<file path="src/rtl/sprite_comp_pkg.sv">
// Shared types and reset-time background band table for the sprite compositor.
// Colours are packed {r, g, b}, one CHANW-wide channel each.
package sprite_comp_pkg;

    localparam int SC_CORDW = 16;
    localparam int SC_CHANW = 4;
    localparam int COLRW    = 3 * SC_CHANW;
    localparam int SC_BANDS = 8;

    typedef logic [COLRW-1:0] colr_t;

    typedef struct packed {
        logic [SC_CORDW-1:0] start;
        colr_t               colr;
    } band_t;

    localparam band_t BG_DEFAULT [SC_BANDS] = '{
        '{start: 16'd0,   colr: 12'h239},
        '{start: 16'd120, colr: 12'h24A},
        '{start: 16'd220, colr: 12'h25B},
        '{start: 16'd300, colr: 12'h26C},
        '{start: 16'd360, colr: 12'h27D},
        '{start: 16'd410, colr: 12'h29E},
        '{start: 16'd450, colr: 12'h2BF},
        '{start: 16'd480, colr: 12'h260}
    };

endpackage

</file>
<file path="src/rtl/sprite_compositor_delay_line.sv">
// Fixed-depth shift register used to align per-pixel flags with the CLUT output.
// Every stage clears on reset so stale pixels never reach the output after a reset.
module delay_line #(
    parameter int WIDTH = 1,
    parameter int DEPTH = 1
) (
    input  logic             clk_pix,
    input  logic             rst_pix,
    input  logic [WIDTH-1:0] d,
    output logic [WIDTH-1:0] q
);

    logic [WIDTH-1:0] stage_reg [DEPTH];

    for (genvar gi = 0; gi < DEPTH; gi++) begin : g_stage
        logic [WIDTH-1:0] stage_in;

        if (gi == 0) begin : g_first
            assign stage_in = d;
        end else begin : g_rest
            assign stage_in = stage_reg[gi-1];
        end

        always_ff @(posedge clk_pix or posedge rst_pix) begin
            if (rst_pix) begin
                stage_reg[gi] <= '0;
            end else begin
                stage_reg[gi] <= stage_in;
            end
        end
    end

    assign q = stage_reg[DEPTH-1];

endmodule

</file>
<file path="src/rtl/sprite_compositor.sv">
// Merges indexed sprite layers over a banded background, blanks outside de, registers
// colour/sync for DVI and flags sprite-to-sprite collisions per pixel and per frame.
module sprite_compositor
    import sprite_comp_pkg::*;
#(
    parameter int               CORDW      = 16,
    parameter int               CHANW      = 4,
    parameter int               CIDXW      = 4,
    parameter int               NSPR       = 2,
    parameter logic [CIDXW-1:0] TRANS_INDX = 'h9,
    parameter int               CLUT_LAT   = 1,
    parameter int               BG_BANDS   = 8
) (
    input  logic                          clk_pix,
    input  logic                          rst_pix,
    input  logic                          line,
    input  logic                          frame,
    input  logic [CORDW-1:0]              sy,
    input  logic                          de,
    input  logic                          hsync,
    input  logic                          vsync,
    input  logic [NSPR-1:0]               spr_drawing,
    input  logic [NSPR*CIDXW-1:0]         spr_indx,
    input  logic [NSPR*3*CHANW-1:0]       spr_colr,
    input  logic                          bg_we,
    input  logic [$clog2(BG_BANDS)-1:0]   bg_addr,
    input  logic [CORDW-1:0]              bg_start,
    input  logic [3*CHANW-1:0]            bg_colr_in,
    output logic [2*CHANW-1:0]            dvi_r,
    output logic [2*CHANW-1:0]            dvi_g,
    output logic [2*CHANW-1:0]            dvi_b,
    output logic                          dvi_de,
    output logic                          dvi_hsync,
    output logic                          dvi_vsync,
    output logic                          collide,
    output logic                          collide_frm
);

    localparam int CW = 3 * CHANW;

    logic [NSPR-1:0]  opaque;
    logic [NSPR-1:0]  opaque_d;
    logic [2:0]       sync_d;
    logic             de_d;
    logic             hsync_d;
    logic             vsync_d;
    logic [CORDW-1:0] band_start [BG_BANDS];
    logic [CW-1:0]    band_colr  [BG_BANDS];
    logic [CW-1:0]    bg_colr_reg;
    logic [CW-1:0]    bg_colr_next;
    logic [CW-1:0]    sel_colr;
    int               n_opaque;
    logic             sticky_reg;

    for (genvar gi = 0; gi < NSPR; gi++) begin : g_opaque
        assign opaque[gi] = spr_drawing[gi] && (spr_indx[gi*CIDXW +: CIDXW] != TRANS_INDX);
    end

    delay_line #(.WIDTH(NSPR), .DEPTH(CLUT_LAT)) u_opaque_dly (
        .clk_pix (clk_pix),
        .rst_pix (rst_pix),
        .d       (opaque),
        .q       (opaque_d)
    );

    delay_line #(.WIDTH(3), .DEPTH(CLUT_LAT)) u_sync_dly (
        .clk_pix (clk_pix),
        .rst_pix (rst_pix),
        .d       ({de, hsync, vsync}),
        .q       (sync_d)
    );

    assign de_d    = sync_d[2];
    assign hsync_d = sync_d[1];
    assign vsync_d = sync_d[0];

    // One register pair per band; entries past the default table start unmatched.
    for (genvar gi = 0; gi < BG_BANDS; gi++) begin : g_band
        logic [CORDW-1:0] start_reg;
        logic [CW-1:0]    colr_reg;

        always_ff @(posedge clk_pix or posedge rst_pix) begin
            if (rst_pix) begin
                if (gi < SC_BANDS) begin
                    start_reg <= CORDW'(BG_DEFAULT[gi].start);
                    colr_reg  <= CW'(BG_DEFAULT[gi].colr);
                end else begin
                    start_reg <= '1;
                    colr_reg  <= '0;
                end
            end else if (bg_we && (32'(bg_addr) == gi)) begin
                start_reg <= bg_start;
                colr_reg  <= bg_colr_in;
            end
        end

        assign band_start[gi] = start_reg;
        assign band_colr[gi]  = colr_reg;
    end

    // Descending scan so the lowest matching entry wins; a write in the same cycle is not yet visible.
    always_comb begin
        bg_colr_next = bg_colr_reg;
        for (int i = BG_BANDS - 1; i >= 0; i--) begin
            if (band_start[i] == sy) begin
                bg_colr_next = band_colr[i];
            end
        end
    end

    always_ff @(posedge clk_pix or posedge rst_pix) begin
        if (rst_pix) begin
            bg_colr_reg <= CW'(BG_DEFAULT[0].colr);
        end else if (line) begin
            bg_colr_reg <= bg_colr_next;
        end
    end

    always_comb begin
        sel_colr = bg_colr_reg;
        n_opaque = 0;
        for (int i = NSPR - 1; i >= 0; i--) begin
            if (opaque_d[i]) begin
                sel_colr = spr_colr[i*CW +: CW];
                n_opaque = n_opaque + 1;
            end
        end
        if (!de_d) begin
            sel_colr = '0;
        end
    end

    always_ff @(posedge clk_pix or posedge rst_pix) begin
        if (rst_pix) begin
            dvi_r       <= '0;
            dvi_g       <= '0;
            dvi_b       <= '0;
            dvi_de      <= 1'b0;
            dvi_hsync   <= 1'b0;
            dvi_vsync   <= 1'b0;
            collide     <= 1'b0;
            collide_frm <= 1'b0;
            sticky_reg  <= 1'b0;
        end else begin
            dvi_r     <= {2{sel_colr[CW-1 -: CHANW]}};
            dvi_g     <= {2{sel_colr[2*CHANW-1 -: CHANW]}};
            dvi_b     <= {2{sel_colr[CHANW-1:0]}};
            dvi_de    <= de_d;
            dvi_hsync <= hsync_d;
            dvi_vsync <= vsync_d;
            collide   <= de_d && (n_opaque >= 2);
            // A collision on the pixel that coincides with the frame strobe still counts for the ending frame.
            if (frame) begin
                collide_frm <= sticky_reg | collide;
                sticky_reg  <= 1'b0;
            end else if (collide) begin
                sticky_reg <= 1'b1;
            end
        end
    end

endmodule

</file>
<file path="config.mk">
export PLATFORM = sky130hd
export DESIGN_NAME = sprite_compositor
export DESIGN_NICKNAME = d
export VERILOG_FILES = /design/src/rtl/sprite_comp_pkg.sv /design/src/rtl/sprite_compositor_delay_line.sv /design/src/rtl/sprite_compositor.sv
export SDC_FILE = /design/constraint.sdc
export NUM_CORES = 1
export LEC_CHECK = 0
export CORE_UTILIZATION = 65
export DETAILED_ROUTE_END_ITERATION = 8
export DONT_BUFFER_PORTS = 1
export PLACE_DENSITY = 0.87
export SLEW_MARGIN = 20
export SYNTH_ARGS = -nofsm -noshare
export SYNTH_HDL_FRONTEND = slang
export SYNTH_SLANG_ARGS = --single-unit
</file>
<file path="constraint.sdc">
create_clock -name clk_pix -period 26.3 [get_ports clk_pix]
set_clock_uncertainty 0.2 [all_clocks]
set_input_delay 7.89 -clock clk_pix [delete_from_list [all_inputs] [get_ports clk_pix]]
set_output_delay 7.89 -clock clk_pix [all_outputs]
set_load 0.01 [all_outputs]
</file>
Word level (Yosys, flattened, before mapping)
Cells that the tools add are included.
Widths: inputs -> output; s select.

operators by class
  add/sub/neg operators = 1
  magnitude comparators = 1
  equality and inequality tests = 17
  multiplexer cells = 15
  bitwise operators = 1
  reductions and logical operators = 15

operators by type and width
  kind                   count
  $mux 12                11
  $eq 16x16->1           8
  $add 32x2->32 const B  1
  $ge 32x3->1 const B    1
  $mux 32                1
  $eq 3x3->1 const B     4
  $logic_and 1x1->1      11
  $ne 4x4->1 const B     2
  $reduce_bool 8->1      1
  $eq 3x2->1 const B     2
  $eq 3x1->1 const B     1
  $logic_not 3->1        1
  $mux 1                 3
  $reduce_and 2->1       1
  $reduce_bool 2->1      1
  $or 1x1->1             1

storage, ports and cells
  register bits after elaboration = 271
  word-level logic and storage cells = 78

Depth between registers and ports, before layout
Gate-level depths: netlist (run 1).

  word-level depth = 9
  gate-level depth with buffers = 9
  gate-level depth less buffers = 7

Cells and area by module
A second synthesis (run 1) with hierarchy kept.

second synthesis, totals
  cells, all modules = 894
  area total of the unflattened synthesis = 12,235.5 sq um

by module, submodules not included
  module                      times used  cells an instance  area an instance (sq um)
  sprite_compositor           1           887                12,102.9
  delay_line at u_sync_dly    1           4                  78.8
  delay_line at u_opaque_dly  1           3                  53.8

Worst setup path after synthesis (run 1)
OpenSTA, ideal clock, no wires.

  path kind = input-to-reg
  start point = input port sy[2]
  end point = register bg_colr_reg[10]
  library setup time = 0.134 ns
  arrival = 9.713 ns
  slack = 16.254 ns
  cell stages on the path = 9
  buffers on the path = 2
  cells stage by stage = buf_4 > xor2_1 > nor4_1 > and4_4 > or4_1 > o41a_1 > buf_6 > o21ai_2 > a31oi_2

between the ends
  word-level cells in the longest chain between the ends = 8
  elaborated cells on any way between the ends = 17
  classes of those cells = 8 x eq/ne; 7 x mux; 2 x reduce/logical

ends and longest elaborated chain
  item                   line                      text
  from (decl)            sprite_compositor.sv:18   input logic [CORDW-1:0] sy,
  $eq 16x16->1           sprite_compositor.sv:105  if (band_start[i] == sy) begin
  $mux 12 (7 in series)  sprite_compositor.sv:105
  to (signal assigned)   sprite_compositor.sv:113  bg_colr_reg <= CW'(BG_DEFAULT[0].colr);
  to (signal assigned)   sprite_compositor.sv:115  bg_colr_reg <= bg_colr_next;
  to (decl)              sprite_compositor.sv:49   logic [CW-1:0] bg_colr_reg;

Several ways; a longest one is shown, not always the timed one.
A chain may end at the register's enable or synchronous reset.

Worst setup path in the final report (run 1)
  start point = input port sy[12]
  end point = register bg_colr_reg[3]

Same word-level chain as after synthesis.

==> impl_metrics.ini, run 1 <==
[worst_setup_path]
path_class = in2reg
rrSetupSlack_ns = 22.85
regToRegEndpoint = bg_colr_reg[3]
required_ns = 26.55
path_buf_inv = 0
critical_path_arrival_ns = 10.61
worstPathMaxFanout = 12
reg2regPathDepth = 7
cp-end-kind = flip-flop
path_cells = xor2_1, nor4_1, nand4_1, nor2_1, a221o_1, o221ai_1, a31oi_2
cp_slowest_cell = nor2_1
critPathTopFamily = simple AND/OR/NAND/NOR gates
start_kind = input port
reg2reg_from = g_band[5].start_reg[4]
critical_path.max_stage_delay_ns = 0.95

[timing]
setup_violations = 0
min_period_over_period = 0.394
rsz0062_at_grt = false
slew_headroom = 0.206
slew_viol_final = 0
layout_setup_ws_ns = 15.94
tightestPinTransition_ns = 1.19
hold_viol = 0
setup-tns-final_ns = 0
max_freq_mhz = 96.5
min_period_ns = 10.36

[flow_run]
maxCapViolCount = 0

[floorplanning]
initial_core_util = 0.671
floorplan.core_area_um2 = 18200
rows = 49
die_h_um = 139
die-area_um2 = 19300
die_x_um = 139
ioPinCount = 118

[cts]
hold_buffers = 0
clkSinkCount = 259
cts_root_buf = clkbuf_16
clk_pin_slew_ns = 0.06
cts_made_buffers = 26
cts_max_level = 1
ctsResizeCount = 0
post-cts-setup-buffers = 0
clock_latency_ns = 0.53
cts_tree = yes
cts_max_path_buffers = 3

[hold_path]
holdPathStages = 0
hold_end = dvi_vsync
holdCritStartpoint = u_sync_dly.q[0]
hp-class = reg2reg

[global_route]
grt_pass1_wl_um = 44600
grt_pass1_vias = 7883
antenna_found_initial = 0
overflow = 0
grt_max_degree = 170
track_usage = 0.301

[placement]
hpwl_um = 17800
dp_slack_ns = 15.55
io_buffers = 0
gp_congestion = 0.843

[finish]
layout_common_cells = mux2_2 (224), dfrtp_1 (180), xnor2_1 (96), dfstp_2 (79), xor2_1 (29)
utilization = 0.722
final_nets = 953
mostFrequentLayoutCell = mux2_2
largest_reg_flops = 128
drive_above_1_share = 0.438
syn_to_final_growth_pct = 7.60
n_antenna_cell = 0

[detailed_routing]
ant_nets = 0
first_iter_violations = 699
routedWlPerCell_um = 25.2
firstDrtPassIters = 8
routed_wl_um = 28000
vias = 7326
drc_errors = 15
via_per_inst = 6.59

[yosys]
synth_nets = 981
synth_cell_type_count = 38
ys_seq_area_frac = 0.539
syn_area_per_cell_um2 = 13.7
syn-cell-area_um2 = 12200
ys_ff_latch = 259
synthCells = 892
yosysWarnings = 0

[outcome]
run_status = finished with violations
failed_checks = DRC

[power_and_ir_drop]
ir_drop_uv = 50.6
p_leak_nw = 5.23
powerDensity_nw_per_um2 = 83.6
## power breakdown
group	internal (mW)	leakage, nW	switching [mW]
sequential	0.496	3.02	0.0530
clock	0.233	0.444	0.149
combinational	0.0993	1.77	0.0687
## metal layers
layer	track usage	part of all wire	up-vias	wire length (um)
met4	0.0895	0.021	0	585
met5	0	0	-	0
met2	0.485	0.48	316	13400
met3	0.0701	0.095	52	2660
li1	-	-	3124	-
met1	0.410	0.41	3834	11400
## cell type report
type / instances / area (um^2)
repair buffers: 14 / 109
clock buffers: 42 / 823
multi-input cells: 562 / 5260
inverters: 1 / 16.3
well taps: 229 / 287
flip-flops and latches: 259 / 6580
clock inverters: 5 / 75.1
fillers: 1155 / 5060
## synth_stat cells
cell,number,area (um^2)
o21ai_0,16,80.1
nand4_1,27,169
and2_1,12,75.1
dfrtp_1,180,4500
a221o_1,12,120
nand3b_1,12,90.1
nor3b_1,2,15.0
and4_4,1,11.3
xor2_1,29,254
a31oi_2,8,100
nand4b_1,3,26.3
and3_1,1,6.26
nor4bb_1,2,20.0
buf_2,1,5.00
a21oi_1,1,5.00
buf_6,11,124
inv_1,1,3.75
mux2_2,224,2520
a221oi_1,12,105
nor2b_1,3,18.8
dfstp_2,79,2080
or4_1,1,7.51
clkbuf_1,27,101
buf_4,19,143
xnor2_1,96,841
o21ai_2,8,70.1
nand2b_1,2,12.5
nor4_1,10,62.6
buf_1,12,45.0
nand2_1,13,48.8
mux2i_1,24,240
nor3_1,2,10.0
xor2_2,3,48.8
o41a_1,1,11.3
o221ai_1,12,105
a31oi_1,4,25.0
nor2_1,17,63.8
nor4_2,4,50.1
## stage by stage
stage               power, mW  hold WS [ns]  instance area [um^2]  cells
floorplan               0.682         0.131                 12200    892
global placement        0.706         0.132                 12200   1065
detailed placement      0.720         0.136                 12200   1065
CTS                      1.10         0.149                 13100   1112
global route             1.14         0.169                 13100   1112
finish                   1.10         0.147                 13100   1112
## cell families (layout without fill, tap and decap cells)
logic type,after synthesis,in the layout,synth area share
xor+xnor,128,128,0.0936
buf+inv,71,62,0.0345
flops,259,259,0.539
mux,248,248,0.226
simple gates,112,112,0.0562
compound gates,74,74,0.0509
## worst max path at each step
stage          startpoint               to  slack [ns]  depth (start not counted)
2_1_floorplan     rst_pix  bg_colr_reg[10]       11.21                          1
3_3_place_gp        sy[8]  bg_colr_reg[10]       15.58                          7
3_5_place_dp        sy[8]   bg_colr_reg[5]       15.55                          7
4_1_cts             sy[8]   bg_colr_reg[3]       16.06                          7
5_1_grt            sy[12]   bg_colr_reg[5]       15.84                          7
6_report           sy[12]   bg_colr_reg[3]       15.94                          7
(Power assumes the default switching activity.)
==> inputs of run 2 (changes only) <==
- CORE_UTILIZATION: 65 -> 64
- PLACE_DENSITY: 0.87 -> 0.86
- clock period: 26.3 -> 10.7 ns (I/O delays scaled with it)
==> impl_metrics.ini, run 2 (same netlist as run 1, synthesis figures left out) <==
[outcome]
run_status = finished with violations
failed_checks = DRC

[worst_setup_path]
cp.depth = 9
required_ns = 10.95
crit_end = bg_colr_reg[5]
critPathLaunch = sy[10]
reg2regPathDepth = 9
critPathTopFamily = simple AND/OR/NAND/NOR gates
cp_slowest_cell = nand2b_1
critical_path_arrival_ns = 5.91
critical_path.max_stage_delay_ns = 0.53
start_kind = input port
path_cells = xnor2_1, nand4_1, nor4_2, buf_4, nand2b_1, o41a_1, buf_4, o21ai_0, a31oi_1
path_class = in2reg
cp-end-kind = flip-flop
reg2reg_from = g_band[4].start_reg[10]
path_buf_inv = 2
regToRegEndpoint = bg_colr_reg[5]
worst_path_most_repeated_cell = buf_4
worstPathMaxFanout = 24
rrSetupSlack_ns = 7.31

[global_route]
antenna_found_initial = 1
overflow = 0
grt_pass1_wl_um = 43800
grt_pass1_vias = 7588
grt_max_degree = 105
track_usage = 0.295

[cts]
ctsResizeCount = 0
cts_made_buffers = 26
hold_buffers = 0
cts_max_path_buffers = 3
cts_root_buf = clkbuf_16
clkSinkCount = 259
clock_latency_ns = 0.52
clk_pin_slew_ns = 0.06
cts_tree = yes
post-cts-setup-buffers = 0
cts_max_level = 1

[timing]
min_period_over_period = 0.528
slew_headroom = 0.284
hold_viol = 0
setup-tns-final_ns = 0
max_freq_mhz = 177
slew_viol_final = 0
tightestPinTransition_ns = 1.07
layout_setup_ws_ns = 5.05
rsz0062_at_grt = false
setup_violations = 0
min_period_ns = 5.65

[detailed_routing]
routed_wl_um = 28100
firstDrtPassIters = 6
first_iter_violations = 458
routedWlPerCell_um = 25.1
ant_nets = 0
vias = 7230
via_per_inst = 6.47
drc_errors = 1

[power_and_ir_drop]
powerDensity_nw_per_um2 = 209
swShare = 0.240
p_comb_frac = 0.149
power_frac_seq = 0.489
power.total_mw = 2.76
ir_drop_uv = 207
p_int_mw = 2.09
clockPowerShare = 0.362
p_sw_uw = 662
p_leak_nw = 5.26

[finish]
syn_to_final_growth_pct = 8.10
mostFrequentLayoutCell = mux2_2
final_nets = 954
instances_no_fill = 1118
drive_above_1_share = 0.441
fin_area_um2 = 13200
largest_reg_flops = 128
n_antenna_cell = 0
layout_common_cells = mux2_2 (224), dfrtp_1 (180), xnor2_1 (96), dfstp_2 (79), xor2_1 (29)

[floorplanning]
ioPinCount = 118
die_x_um = 140
floorplan.core_area_um2 = 18700
die_h_um = 140
initial_core_util = 0.653
rows = 50
die-area_um2 = 19600

[placement]
dp.cells = 1071
gp_congestion = 0.801
dp_slack_ns = 4.69
dpl_cell_area_um2 = 12300
io_buffers = 0
hpwl_um = 17700

[hold_path]
hp-class = reg2reg
holdPathStages = 0

[flow_run]
maxCapViolCount = 0
==> run 2: power by group through the flow <==
stage | Sequential (mW) | Combinational [mW] | Clock, mW
detailed placement | 1.36 | 0.408 | 0
global route | 1.37 | 0.445 | 1.05
finish | 1.35 | 0.412 | 0.998
CTS | 1.35 | 0.414 | 1.01
floorplan | 1.32 | 0.355 | 0
global placement | 1.35 | 0.392 | 0
==> run 2: layer usage <==
layer  part of all wire  track usage  vias up
met3              0.068       0.0612       59
met2               0.47        0.468      259
met5            0.00036            0        -
li1                   -            -     3145
met4              0.025       0.0810        2
met1               0.44        0.416     3765
==> run 2: per-stage QoR <==
step | hold slack (ns) | utilization
global placement | 0.132 | 0.655
CTS | 0.150 | 0.706
global route | 0.159 | 0.706
detailed placement | 0.136 | 0.655
finish | 0.147 | 0.706
floorplan | 0.131 | -
==> run 2: cell type report <==
| class | instances | area [um^2] |
|---|---|---|
| flip-flops and latches | 259 | 6580 |
| clock buffers | 36 | 749 |
| fillers | 1176 | 5500 |
| well taps | 234 | 293 |
| inverters | 1 | 11.3 |
| repair buffers | 15 | 113 |
| clock inverters | 11 | 205 |
| multi-input cells | 562 | 5260 |
==> run 2: worst register-to-register path: stages, from the launching register on <==
cell and delay, ns:
dfrtp_1 0.39, xnor2_1 0.32, nand4_1 0.36, nor4_2 0.35, buf_4 0.27, nand2b_1 0.54, o41a_1 0.24, buf_4 0.34
o21ai_0 0.16, a31oi_1 0.16
==> run 2: how the worst min path moves through the flow <==
stage | start | endpoint | slack [ns]
detailed placement | u_sync_dly.q[0] | dvi_vsync | 0.14
global route | u_sync_dly.q[0] | dvi_vsync | 0.16
floorplan | u_sync_dly.q[1] | dvi_hsync | 0.13
global placement | u_sync_dly.q[0] | dvi_vsync | 0.13
CTS | u_sync_dly.q[0] | dvi_vsync | 0.15
finish | u_sync_dly.q[0] | dvi_vsync | 0.15
==> inputs of run 3 (changes only) <==
- CORE_UTILIZATION: 64 -> 58
- PLACE_DENSITY: 0.86 -> 0.82
- clock period: 10.7 -> 5 ns (I/O delays scaled with it)
==> impl_metrics.ini, run 3 (same netlist as run 1, synthesis figures left out) <==
[global_route]
grt_max_degree = 124
overflow = 0
antenna_found_initial = 0
grt_pass1_wl_um = 43900
track_usage = 0.264
grt_pass1_vias = 7497

[finish]
largest_reg_flops = 128
utilization = 0.645
syn_to_final_growth_pct = 7.91
n_antenna_cell = 0
final_nets = 961
drive_above_1_share = 0.436
fillers = 1467
mostFrequentLayoutCell = mux2_2
layout_common_cells = mux2_2 (224), dfrtp_1 (180), xnor2_1 (96), dfstp_2 (79), xor2_1 (29)

[worst_setup_path]
required_ns = 5.23
path_buf_inv = 3
worst_path_most_repeated_cell = buf_4
path_cells = xnor2_1, nand4_1, nor4_2, buf_4, nand2b_1, buf_4, o41a_1, buf_4, o21ai_0, a31oi_1
start_kind = input port
cp-end-kind = flip-flop
critical_path_arrival_ns = 3.88
cp_slowest_cell = buf_4
path_class = in2reg
critical_path.max_stage_delay_ns = 0.33
worstPathMaxFanout = 24
critPathTopFamily = buffers and inverters

[cts]
clock_latency_ns = 0.53
cts_root_buf = clkbuf_16
clk_pin_slew_ns = 0.06
clkSinkCount = 259
cts_max_path_buffers = 3
hold_buffers = 0
cts_max_level = 1
cts_made_buffers = 27
cts_tree = yes
ctsResizeCount = 0
post-cts-setup-buffers = 0

[floorplanning]
die_x_um = 147
die_h_um = 147
floorplan.core_area_um2 = 20400
ioPinCount = 118
initial_core_util = 0.598
rows = 52
die-area_um2 = 21600

[detailed_routing]
via_per_inst = 6.17
vias = 7171
drc_errors = 0
routed_wl_um = 27600
firstDrtPassIters = 5
ant_nets = 0
routedWlPerCell_um = 23.7
first_iter_violations = 524

[outcome]
run_status = completed

[placement]
io_buffers = 0
hpwl_um = 17900
gp_congestion = 0.866

[timing]
tightestPinTransition_ns = 0.724
slew_viol_final = 0
setup_violations = 0
hold_viol = 0
min_period_over_period = 0.729
min_period_ns = 3.64
slew_headroom = 0.513
rsz0062_at_grt = false
max_freq_mhz = 274

[power_and_ir_drop]
power.total_mw = 5.66
powerDensity_nw_per_um2 = 429
ir_drop_uv = 304
p_leak_nw = 5.23

[hold_path]
hp-class = reg2reg

[flow_run]
maxCapViolCount = 0
==> run 3: area by class of cell <==
type	count	area, um^2	area share
Timing Repair Buffer	21	183	0.0139
Sequential cell	259	6580	0.499
Clock buffer	46	807	0.0612
Clock inverter	3	15.0	0.00114
Inverter	1	7.51	0.000569
Tap cell	270	338	0.0256
Multi-Input combinational cell	562	5250	0.398
==> run 3: final timing paths <==
path | startpoint | cells past startpoint | slack, ns | endpoint
min in group asynchronous | rst_pix | 1 | 0.69 | dvi_r[6]
min | u_sync_dly.q[0] | 0 | 0.15 | dvi_vsync
max reg2reg | g_band[4].start_reg[11] | 10 | 1.90 | bg_colr_reg[8]
max | sy[11] | 10 | 1.36 | bg_colr_reg[8]
min reg2reg | u_sync_dly.q[0] | 0 | 0.15 | dvi_vsync
max in group asynchronous | rst_pix | 2 | 2.91 | g_band[1].start_reg[10]
==> run 3: report_power, final <==
| part | total [mW] | switching [mW] | leakage (nW) | internal, mW |
|---|---|---|---|---|
| Sequential | 2.88 | 0.273 | 3.02 | 2.61 |
| Clock | 1.88 | 0.790 | 0.403 | 1.09 |
| Combinational | 0.900 | 0.375 | 1.81 | 0.525 |
| Total | 5.66 | 1.44 | 5.23 | 4.22 |
==> run 3: routing by layer <==
layer,wire length [um],share of wire,vias up,track usage
li1,-,-,3147,-
met1,12900,0.47,3764,0.397
met2,12300,0.45,217,0.397
met3,1820,0.066,43,0.0463
met4,544,0.020,0,0.0665
met5,0,0,-,0
==> run 3: per-stage QoR <==
| stage | hold slack [ns] | std cells | worst slack [ns] | cell area (um^2) | TNS (ns) |
|---|---|---|---|---|---|
| after floorplan | 0.131 | 892 | -0.0491 | 12200 | -8.84 |
| after global placement | 0.135 | 1113 | 0.978 | 12400 | 0 |
| after detailed placement | 0.138 | 1113 | 0.883 | 12400 | 0 |
| after CTS | 0.157 | 1162 | 1.40 | 13200 | 0 |
| after global routing | 0.166 | 1162 | 1.17 | 13200 | 0 |
| final | 0.154 | 1162 | 1.36 | 13200 | 0 |
==> run 3: worst reg2reg max path, cell delays in order (launching register included) <==
cell,delay (ns)
dfrtp_1,0.39
xnor2_1,0.36
nand4_1,0.19
nor4_2,0.26
buf_4,0.26
nand2b_1,0.32
buf_4,0.22
o41a_1,0.15
buf_4,0.33
o21ai_0,0.16
a31oi_1,0.17
